$ cat src/rtl/ov7670_pkg.sv
// Shared types and constants for the OV7670-style test-pattern transmitter.
// RGB565 colour-bar table and the FSM/pattern enumerations live here.
package ov7670_pkg;

    typedef enum logic [2:0] {
        IDLE   = 3'd0,
        VSYNC  = 3'd1,
        VBACK  = 3'd2,
        ACTIVE = 3'd3,
        VFRONT = 3'd4
    } tx_state_t;

    typedef enum logic [1:0] {
        PAT_SOLID   = 2'd0,
        PAT_BARS    = 2'd1,
        PAT_RAMP    = 2'd2,
        PAT_CHECKER = 2'd3
    } pattern_t;

    localparam logic [15:0] RGB_WHITE   = 16'hFFFF;
    localparam logic [15:0] RGB_YELLOW  = 16'hFFE0;
    localparam logic [15:0] RGB_CYAN    = 16'h07FF;
    localparam logic [15:0] RGB_GREEN   = 16'h07E0;
    localparam logic [15:0] RGB_MAGENTA = 16'hF81F;
    localparam logic [15:0] RGB_RED     = 16'hF800;
    localparam logic [15:0] RGB_BLUE    = 16'h001F;
    localparam logic [15:0] RGB_BLACK   = 16'h0000;

    function automatic logic [15:0] bar_color(input logic [2:0] idx);
        logic [15:0] c;
        case (idx)
            3'd0:    c = RGB_WHITE;
            3'd1:    c = RGB_YELLOW;
            3'd2:    c = RGB_CYAN;
            3'd3:    c = RGB_GREEN;
            3'd4:    c = RGB_MAGENTA;
            3'd5:    c = RGB_RED;
            3'd6:    c = RGB_BLUE;
            default: c = RGB_BLACK;
        endcase
        return c;
    endfunction

endpackage

$ cat src/rtl/ov7670_pattern_tx_pixel_gen.sv
// Combinational pixel generator: maps (x, y, pattern) to one RGB565 word.
// Only y[5] matters (checker rows); the remaining y bits are intentionally ignored.
module tp_pixel_gen
    import ov7670_pkg::*;
#(
    parameter int H_ACTIVE = 640,
    parameter int XW       = 10,
    parameter int YW       = 9
) (
    input  logic [XW-1:0] x,
    input  logic [YW-1:0] y,
    input  pattern_t      pattern,
    input  logic [15:0]   solid,
    input  logic          frame_lsb,
    output logic [15:0]   word
);

    localparam int BAR_W = H_ACTIVE / 8;

    logic [XW-1:0] bar_idx;
    logic [2:0]    bar_sat;
    logic          unused_y;

    assign unused_y = ^(y & ~(YW'(1) << 5));

    always_comb begin
        bar_idx = x / XW'(BAR_W);
        // Leftover pixels when H_ACTIVE is not a multiple of 8 stay in the last bar.
        bar_sat = (bar_idx > XW'(7)) ? 3'd7 : bar_idx[2:0];
        case (pattern)
            PAT_SOLID:   word = solid;
            PAT_BARS:    word = bar_color(bar_sat);
            PAT_RAMP:    word = {x[7:3], x[7:2], x[7:3]};
            PAT_CHECKER: word = (x[5] ^ y[5] ^ frame_lsb) ? RGB_WHITE : RGB_BLACK;
            default:     word = RGB_BLACK;
        endcase
    end

endmodule

$ cat src/rtl/ov7670_pattern_tx.sv
// OV7670-style camera transmitter: vsync/href/byte stream in sensor timing, RGB565 MSB first.
// All outputs are registered from the next-state values, so they change on the same edge as the FSM.
module ov7670_pattern_tx
    import ov7670_pkg::*;
#(
    parameter int H_ACTIVE = 640,
    parameter int H_BLANK  = 144,
    parameter int V_SYNC   = 3,
    parameter int V_BACK   = 17,
    parameter int V_ACTIVE = 480,
    parameter int V_FRONT  = 10
) (
    input  logic        pclk,
    input  logic        rst_n,
    input  logic        en,
    input  logic [1:0]  pattern,
    input  logic [15:0] solid_color,
    output logic        vsync,
    output logic        href,
    output logic [7:0]  dout,
    output logic        frame_done,
    output logic [7:0]  frame_cnt,
    output logic        busy
);

    localparam int LINE      = 2 * H_ACTIVE + H_BLANK;
    localparam int FRAME     = V_SYNC + V_BACK + V_ACTIVE + V_FRONT;
    localparam int HW        = $clog2(LINE);
    localparam int VW        = $clog2(FRAME);
    localparam int ACT_START = V_SYNC + V_BACK;
    localparam int ACT_END   = ACT_START + V_ACTIVE;
    localparam int XW        = ($clog2(H_ACTIVE) < 8) ? 8 : $clog2(H_ACTIVE);
    localparam int YW        = ($clog2(V_ACTIVE) < 6) ? 6 : $clog2(V_ACTIVE);

    tx_state_t   state_q, state_d;
    logic [HW-1:0] hcnt_q, hcnt_d;
    logic [VW-1:0] vcnt_q, vcnt_d;
    pattern_t    pat_q, pat_d;
    logic [15:0] solid_q, solid_d;
    logic        vsync_q, vsync_d;
    logic        href_q, href_d;
    logic [7:0]  dout_q, dout_d;
    logic        frame_done_q, frame_done_d;
    logic [7:0]  frame_cnt_q, frame_cnt_d;
    logic        busy_q, busy_d;

    logic        start;
    logic        line_end;
    logic [XW-1:0] x_d;
    logic [YW-1:0] y_d;
    logic [15:0] word;

    // State register and all output/config registers.
    always_ff @(posedge pclk or negedge rst_n) begin
        if (!rst_n) begin
            state_q      <= IDLE;
            hcnt_q       <= '0;
            vcnt_q       <= '0;
            pat_q        <= PAT_SOLID;
            solid_q      <= '0;
            vsync_q      <= 1'b0;
            href_q       <= 1'b0;
            dout_q       <= 8'h00;
            frame_done_q <= 1'b0;
            frame_cnt_q  <= 8'h00;
            busy_q       <= 1'b0;
        end else begin
            state_q      <= state_d;
            hcnt_q       <= hcnt_d;
            vcnt_q       <= vcnt_d;
            pat_q        <= pat_d;
            solid_q      <= solid_d;
            vsync_q      <= vsync_d;
            href_q       <= href_d;
            dout_q       <= dout_d;
            frame_done_q <= frame_done_d;
            frame_cnt_q  <= frame_cnt_d;
            busy_q       <= busy_d;
        end
    end

    // Next state and counters; en only matters in IDLE and on the last frame cycle.
    always_comb begin
        state_d  = state_q;
        hcnt_d   = hcnt_q;
        vcnt_d   = vcnt_q;
        start    = 1'b0;
        line_end = (hcnt_q == HW'(LINE - 1));
        if (state_q == IDLE) begin
            if (en) begin
                start   = 1'b1;
                state_d = VSYNC;
                hcnt_d  = '0;
                vcnt_d  = '0;
            end
        end else begin
            hcnt_d = line_end ? '0 : hcnt_q + 1'b1;
            if (line_end)
                vcnt_d = vcnt_q + 1'b1;
            case (state_q)
                VSYNC:  if (line_end && vcnt_q == VW'(V_SYNC - 1))  state_d = VBACK;
                VBACK:  if (line_end && vcnt_q == VW'(ACT_START - 1)) state_d = ACTIVE;
                ACTIVE: if (line_end && vcnt_q == VW'(ACT_END - 1))   state_d = VFRONT;
                VFRONT: begin
                    if (line_end && vcnt_q == VW'(FRAME - 1)) begin
                        vcnt_d = '0;
                        if (en) begin
                            start   = 1'b1;
                            state_d = VSYNC;
                        end else begin
                            state_d = IDLE;
                        end
                    end
                end
                default: state_d = IDLE;
            endcase
        end
    end

    assign x_d = XW'(hcnt_d >> 1);
    assign y_d = YW'(vcnt_d - VW'(ACT_START));

    tp_pixel_gen #(
        .H_ACTIVE (H_ACTIVE),
        .XW       (XW),
        .YW       (YW)
    ) u_pixel_gen (
        .x         (x_d),
        .y         (y_d),
        .pattern   (pat_d),
        .solid     (solid_d),
        .frame_lsb (frame_cnt_q[0]),
        .word      (word)
    );

    // Outputs for the cycle the FSM is about to enter.
    always_comb begin
        pat_d   = pat_q;
        solid_d = solid_q;
        if (start) begin
            pat_d   = pattern_t'(pattern);
            solid_d = solid_color;
        end
        vsync_d      = (state_d == VSYNC);
        busy_d       = (state_d != IDLE);
        href_d       = (state_d == ACTIVE) && (hcnt_d < HW'(2 * H_ACTIVE));
        frame_done_d = (state_d == VFRONT) && (vcnt_d == VW'(FRAME - 1)) &&
                       (hcnt_d == HW'(LINE - 1));
        frame_cnt_d  = frame_cnt_q + {7'd0, frame_done_d};
        dout_d       = 8'h00;
        if (href_d)
            dout_d = hcnt_d[0] ? word[7:0] : word[15:8];
    end

    assign vsync      = vsync_q;
    assign href       = href_q;
    assign dout       = dout_q;
    assign frame_done = frame_done_q;
    assign frame_cnt  = frame_cnt_q;
    assign busy       = busy_q;

endmodule

$ cat config.mk
export PLATFORM = sky130hd
export DESIGN_NAME = ov7670_pattern_tx
export DESIGN_NICKNAME = d
export VERILOG_FILES = /design/src/rtl/ov7670_pkg.sv /design/src/rtl/ov7670_pattern_tx_pixel_gen.sv /design/src/rtl/ov7670_pattern_tx.sv
export SDC_FILE = /design/constraint.sdc
export NUM_CORES = 1
export LEC_CHECK = 0
export BUFFER_PORTS_ARGS = -buffer_cell sky130_fd_sc_hd__buf_2
export CAP_MARGIN = 40
export CORE_ASPECT_RATIO = 1.4
export CORE_UTILIZATION = 58
export DETAILED_ROUTE_END_ITERATION = 8
export PLACE_DENSITY = 0.87
export SKIP_LAST_GASP = 1
export SYNTH_ARGS = -nofsm -noshare
export SYNTH_HDL_FRONTEND = slang
export SYNTH_SLANG_ARGS = --single-unit
$ cat constraint.sdc
create_clock -name pclk -period 5.03 [get_ports pclk]
set_input_delay 1.006 -clock pclk [delete_from_list [all_inputs] [get_ports pclk]]
set_output_delay 1.006 -clock pclk [all_outputs]
set_load 0.05 [all_outputs]
==> impl_metrics.toml, run 1 <==
[run_status]
status = "finished clean"

[worst_setup_path]
reg2reg_setup_slack_ns = 0.83
worstSetupPathType = "reg -> reg"
ff2ff_path_depth = 13
rr_startpoint = "hcnt_q[4]"
setup.worst_path.start = "hcnt_q[4]"
endpoint_kind = "register"
critPathRequiredTime_ns = 5.28
crit-reg2reg-capture = "frame_cnt[6]"
startpoint_class_of_the_critical_path = "register"
largest_fanout_of_any_net_on_the_critical_path = 11
crit_arrival_ns = 4.45

[pwr]
worst_vdd_drop_mv = 0.248
power-per-cell-area_nw_per_um2 = 275
total_power_of_the_final_layout_mw = 1.08
leakagePower_nw = 1.85

[floorplan]
fp.dieH_um = 93.7
core_region_area_um2 = 5820
boundaryPins = 41
dieWidth_um = 67.5
initial_utilization = 0.598
die-area_um2 = 6320
rows = 33

[timing]
worst_case_clock_skew_ns = 0.00620
worst-slew-pin-transition_ns = 0.929
finalCritPeriodShare = 0.835
finalWorstPathRequiredPeriod_ns = 4.20
drv_slew = 0
rsz_0062_raised_after_global_routing = "false"
max-slew-margin-rel = 0.379
hold-worst-slack_ns = 0.470
max_clock_freq_mhz = 238
timing.setup.tns_ns = 0
finalWorstSetupSlack_ns = 0.832
final_hold_viol_count = 0
setup_viol = 0

[routing]
route.detailed.drc = 0
drt_wl_total_um = 8400
detailedRoute.firstPassIterationCount = 6
dr_total_vias = 3048
detail_route.vias_per_cell = 6.35
ant_nets = 0
drt-wirelength-per-cell_um = 17.5
drt_iter0_drc = 324

[logic_synthesis]
ys_top_cells_by_count = "sky130_fd_sc_hd__dfrtp_1, sky130_fd_sc_hd__nand2_1, sky130_fd_sc_hd__nor2_1"
yosys_register_bits = 61
synthDistinctLibCells = 66
post_synth_edffs = 0
yosys_top_cell_by_area = "sky130_fd_sc_hd__dfrtp_1"
yosysSeqAreaShare = 0.439
yosysMostFrequentCell = "sky130_fd_sc_hd__dfrtp_1"
netlist.area_leader.share = 0.439
syn_area_um2 = 3480
synth-async-reset-ratio = 1.00
ys.flop_type = "sky130_fd_sc_hd__dfrtp_1"
post_synth_main_area_contributors = "sky130_fd_sc_hd__dfrtp_1, sky130_fd_sc_hd__nand2_1, sky130_fd_sc_hd__mux2_2, sky130_fd_sc_hd__nor2_1, sky130_fd_sc_hd__o21ai_0"
yosysWarnings = 0
syn-num-nets = 395
post_synth.cell_area_avg_um2 = 9.46
syn_inst = 368

[final_layout]
antennaDiodeCount = 0
layout.cell_area.non_filler_um2 = 3930
final_cells = 480
synthToLayoutAreaGrowth_pct = 12.9
utilization = 0.675
layout-drive-gt1-share = 0.224
num-nets-final = 432

[worst_hold_path]
holdCritStartpoint = "frame_cnt[7]"
hold_path_depth = 1
min-delay-path-class = "reg -> reg"
min_delay_worst_endpoint = "frame_cnt[7]"

[global_routing]
grt_antenna_before_repair = 0
grt_first_pass_wirelength_um = 13800
grt_max_degree = 62
global_route.overflow_total = 0
grt_pass1_vias = 2962
grtUsageTotal = 0.294

[placed_design]
area_of_placed_instances_um2 = 3690
gp_congestion = 0.969
dpl_worst_slack_ns = 0.921
dp.cells = 464
dp_hpwl_um = 5770
io_buffer_count = 40

[clocking]
numCtsBuffers = 9
tritoncts = "built"
cts_resized = 0
post_cts.repair.setup_buffers = 0
cts.root.buffer_cell = "sky130_fd_sc_hd__clkbuf_8"
tritoncts_num_sinks = 61
cts.reportedPaths.clkPinSlew_ns = 0.06
ctsHtreeMaxLevel = 3
clk-insertion-delay-late_ns = 0.34
max_clock_buf_depth = 2
holdBufCountCts = 0

[flow_run]
drv_cap = 0
==> cell usage in the layout, fill, tap and decap left out, types with 2 or more instances in the layout <==
cell,synthesis,final
sky130_fd_sc_hd__inv_1,12,12
sky130_fd_sc_hd__mux2i_1,5,5
sky130_fd_sc_hd__nand4b_1,2,2
sky130_fd_sc_hd__nand3_1,13,13
sky130_fd_sc_hd__nor2_1,35,35
sky130_fd_sc_hd__nand2_1,48,48
sky130_fd_sc_hd__a21oi_2,2,2
sky130_fd_sc_hd__a31oi_1,6,6
sky130_fd_sc_hd__o31ai_1,3,3
sky130_fd_sc_hd__or4_1,5,5
sky130_fd_sc_hd__bufinv_16,0,3
sky130_fd_sc_hd__dfrtp_1,61,61
sky130_fd_sc_hd__nor3_1,7,7
sky130_fd_sc_hd__xnor2_1,6,6
sky130_fd_sc_hd__nor4_1,9,9
sky130_fd_sc_hd__a311oi_1,4,4
sky130_fd_sc_hd__a22o_1,4,4
sky130_fd_sc_hd__mux2_2,15,15
sky130_fd_sc_hd__clkbuf_8,0,10
sky130_fd_sc_hd__o21a_1,2,2
sky130_fd_sc_hd__o211ai_1,3,3
sky130_fd_sc_hd__nand4_1,12,12
sky130_fd_sc_hd__or3_1,3,3
sky130_fd_sc_hd__a21oi_1,13,13
sky130_fd_sc_hd__o21ai_2,2,2
sky130_fd_sc_hd__inv_2,2,2
sky130_fd_sc_hd__o31a_1,3,3
sky130_fd_sc_hd__nor3b_1,2,2
sky130_fd_sc_hd__buf_2,2,40
sky130_fd_sc_hd__buf_4,6,4
sky130_fd_sc_hd__nor2b_1,2,2
sky130_fd_sc_hd__a21o_1,3,3
sky130_fd_sc_hd__nand3b_1,3,3
sky130_fd_sc_hd__xor2_1,4,4
sky130_fd_sc_hd__clkbuf_1,7,2
sky130_fd_sc_hd__ha_1,6,6
sky130_fd_sc_hd__o21ai_0,20,20
sky130_fd_sc_hd__and3_1,2,2
sky130_fd_sc_hd__or3b_1,4,4
==> worst max-delay path by stage <==
stage,cells past startpoint,endpoint,slack (ns)
floorplan,12,frame_cnt[6],1.33
global placement,13,frame_cnt[6],1.05
detailed placement,13,frame_cnt[6],0.92
CTS,13,frame_cnt[6],0.86
global route,13,frame_cnt[6],0.51
finish,13,frame_cnt[6],0.83
==> routing by layer <==
metal | GRT usage | part of all wire | vias up
met5 | 0 | 0 | -
met4 | 0.161 | 0.036 | 0
li1 | - | - | 1423
met1 | 0.352 | 0.39 | 1449
met2 | 0.476 | 0.51 | 149
met3 | 0.0643 | 0.067 | 27
==> where the power goes <==
part	switching, mW	leakage [nW]	total [mW]	internal, mW
registers	0.00250	0.750	0.500	0.498
clock network	0.187	0.121	0.529	0.342
logic	0.0312	0.983	0.0504	0.0192
==> registers in the layout, summed over array words and instances (netlist names) <==
signal      flops
state_q         3
href            1
hcnt_q         11
frame_done      1
pat_q           2
busy            1
vcnt_q          9
dout            8
solid_q        16
vsync           1
frame_cnt       8
==> worst max-delay path, stage by stage (launching register included) <==
cell and delay [ns]:
sky130_fd_sc_hd__dfrtp_1 0.44, sky130_fd_sc_hd__or4b_4 0.58, sky130_fd_sc_hd__nor3_2 0.56, sky130_fd_sc_hd__nor2_1 0.21, sky130_fd_sc_hd__nand2_1 0.11, sky130_fd_sc_hd__o21ai_0 0.24, sky130_fd_sc_hd__and4b_1 0.35, sky130_fd_sc_hd__nand4_1 0.14
sky130_fd_sc_hd__nor4_1 0.46, sky130_fd_sc_hd__ha_1 0.28, sky130_fd_sc_hd__ha_1 0.20, sky130_fd_sc_hd__and3_1 0.21, sky130_fd_sc_hd__nand3_1 0.12, sky130_fd_sc_hd__xnor2_1 0.21
==> cells by family after synthesis <==
family / count (synthesis) / synth area share
muxes: 20 / 0.0629
AOI/OAI and AO/OA: 82 / 0.175
adders and majority gates: 6 / 0.0216
buffers and inverters: 32 / 0.0460
xor gates and xnor gates: 10 / 0.0252
DFF: 61 / 0.439
and+or+nand+nor: 157 / 0.230
==> layout make-up <==
class	count	area, um^2
fill	441	1890
multi-input combinational	275	1790
sequential	61	1530
timing repair buffer	44	230
clock buffer	12	145
clock inverter	4	95.1
tap	70	87.6
inverter	14	52.6
Power figures use the tool's default switching activity.
==> run 2, diff against run 1 <==
clock period = 4.25 ns   (was 5.03 ns; I/O delays follow)
==> run 2 against run 1 <==
Against the previous run:
- the flow now finishes with violations (DRC)
- sequential power up 18%
- register-to-register slack worse by 0.57 ns
- cell count up 1.0%
- critical path depth down 1
- non-clock buffer count up 5
- sequential share of layout area down 0.28 points
- final area up 0.73%
- power up 15%
- clock skew up 0.0059 ns
- wire length up 4.7%
- utilization up 0.49 points
- combinational power up 21%
==> impl_metrics.toml, run 2 (same netlist as run 1, synthesis figures left out) <==
[floorplan]
fp.dieH_um = 93.7
die-area_um2 = 6320
dieWidth_um = 67.5
core_region_area_um2 = 5820
boundaryPins = 41
initial_utilization = 0.598
rows = 33

[run_status]
violations = "DRC"
status = "finished, violations left"

[worst_setup_path]
startpoint_class_of_the_critical_path = "register"
crit-reg2reg-capture = "frame_cnt[6]"
critPathRequiredTime_ns = 4.48
crit_slowest_cell = "sky130_fd_sc_hd__or4b_4"
endpoint_kind = "register"
largest_fanout_of_any_net_on_the_critical_path = 7
worst_path_most_repeated_cell = "sky130_fd_sc_hd__ha_1"
rr_startpoint = "hcnt_q[4]"
critical_path_buf_inv_count = 0
critical-path-max-stage-delay_ns = 0.59
reg2reg_setup_slack_ns = 0.26
crit_arrival_ns = 4.23
crit_family = "simple AND/OR/NAND/NOR gates"
path_cells = "or4b_4 -> or3_2 -> nor4_2 -> a32o_1 -> and4b_1 -> nand4_1 -> nor4_1 -> ha_1 -> ha_1 -> and3_1 -> nand3_1 -> xnor2_1"
ff2ff_path_depth = 12
worstSetupPathType = "reg -> reg"

[final_layout]
biggestRegsByFlops = "solid_q (16), hcnt_q (11), vcnt_q (9)"
final_cells = 485
num-nets-final = 437
layout_commonest_cell = "sky130_fd_sc_hd__dfrtp_1"
largest_register_ff_count = 16
synthToLayoutAreaGrowth_pct = 13.8
final.fill_count = 440
layout.cell_area.non_filler_um2 = 3960
top_register = "solid_q"
mostFrequentLayoutCells = "sky130_fd_sc_hd__dfrtp_1, sky130_fd_sc_hd__nand2_1, sky130_fd_sc_hd__buf_2"
antennaDiodeCount = 0
layout-drive-gt1-share = 0.239

[pwr]
leakagePower_nw = 1.87
worst_vdd_drop_mv = 0.279
power-per-cell-area_nw_per_um2 = 313
total_power_of_the_final_layout_mw = 1.24

[routing]
dr_total_vias = 3174
drt-wirelength-per-cell_um = 18.1
drt_iter0_drc = 277
detailedRoute.firstPassIterationCount = 7
route.detailed.drc = 2
ant_nets = 0
drt_wl_total_um = 8800
detail_route.vias_per_cell = 6.54

[clocking]
cts.root.buffer_cell = "sky130_fd_sc_hd__clkbuf_8"
clk-insertion-delay-late_ns = 0.35
max_clock_buf_depth = 2
tritoncts_num_sinks = 61
numCtsBuffers = 9
post_cts.repair.setup_buffers = 0
tritoncts = "built"
cts.reportedPaths.clkPinSlew_ns = 0.07
ctsHtreeMaxLevel = 3

[flow_run]
drv_cap = 0

[timing]
timing.setup.tns_ns = 0
hold-worst-slack_ns = 0.470
final_hold_viol_count = 0
worst_case_clock_skew_ns = 0.0121
drv_slew = 0
max_clock_freq_mhz = 250
max-slew-margin-rel = 0.507
finalWorstPathRequiredPeriod_ns = 3.99
rsz_0062_raised_after_global_routing = "false"
setup_viol = 0
finalCritPeriodShare = 0.940
worst-slew-pin-transition_ns = 0.732

[placed_design]
io_buffer_count = 40
area_of_placed_instances_um2 = 3730
dp_hpwl_um = 6100
gp_congestion = 0.913
dp.cells = 469

[global_routing]
grt_pass1_vias = 2974
grt_first_pass_wirelength_um = 14100
grtUsageTotal = 0.305
grt_max_degree = 39
grt_antenna_before_repair = 0
global_route.overflow_total = 0

[worst_hold_path]
min-delay-path-class = "in -> async"
[run 2: changes by cell type in the layout (fill, tap and decap cells not counted), sizes merged]
cell	previous run	this run
buf	44	49
clkinv	1	2
bufinv	3	2
[run 2: final cells by class]
| type | count | area [um^2] | share of cell area |
|---|---|---|---|
| sequential | 61 | 1530 | 0.385 |
| multi-input combinational | 275 | 1800 | 0.455 |
| tap | 70 | 87.6 | 0.0221 |
| clock buffer | 12 | 155 | 0.0392 |
| inverter | 14 | 52.6 | 0.0133 |
| timing repair buffer | 49 | 268 | 0.0676 |
| clock inverter | 4 | 70.1 | 0.0177 |
[run 2: routing by layer]
metal | share of wire | routed length, um | vias to the layer above | GRT usage
met5 | 0 | 0 | - | 0
met1 | 0.39 | 3390 | 1508 | 0.373
met2 | 0.51 | 4450 | 185 | 0.483
met4 | 0.037 | 327 | 0 | 0.191
met3 | 0.072 | 630 | 43 | 0.0570
li1 | - | - | 1438 | -
[run 2: worst register-to-register path, stage by stage (launching register included)]
cell and delay, ns:
sky130_fd_sc_hd__dfrtp_1 0.45, sky130_fd_sc_hd__or4b_4 0.59, sky130_fd_sc_hd__or3_2 0.53, sky130_fd_sc_hd__nor4_2 0.37
sky130_fd_sc_hd__a32o_1 0.26, sky130_fd_sc_hd__and4b_1 0.24, sky130_fd_sc_hd__nand4_1 0.10, sky130_fd_sc_hd__nor4_1 0.45
sky130_fd_sc_hd__ha_1 0.27, sky130_fd_sc_hd__ha_1 0.19, sky130_fd_sc_hd__and3_1 0.20, sky130_fd_sc_hd__nand3_1 0.10
sky130_fd_sc_hd__xnor2_1 0.13
[run 2: worst max-delay path by stage]
stage / start / endpoint / slack (ns) / cells after the start
5_1_grt: hcnt_q[4] / frame_cnt[6] / 0.11 / 12
4_1_cts: hcnt_q[4] / frame_cnt[6] / 0.21 / 12
3_5_place_dp: hcnt_q[4] / frame_cnt[6] / 0.23 / 12
2_1_floorplan: hcnt_q[4] / frame_cnt[6] / 0.60 / 12
6_report: hcnt_q[4] / frame_cnt[6] / 0.26 / 12
3_3_place_gp: hcnt_q[4] / frame_cnt[6] / 0.42 / 12
[run 2: per-stage QoR]
step,utilization,worst slack (ns)
final,0.680,0.257
after global routing,0.680,0.105
after CTS,0.679,0.208
after detailed placement,0.640,0.231
after global placement,0.640,0.420
after floorplan,-,0.596
[run 2: where the power goes]
part	internal, mW	switching [mW]	total [mW]
registers	0.589	0.00292	0.592
logic	0.0233	0.0377	0.0610
clock network	0.360	0.226	0.587
total	0.973	0.267	1.24
[run 2: repair_timing]
item                       in CTS  in global routing
setup endpoints to repair       0                  1
hold buffers                    0                  0
resized for setup               0                  1
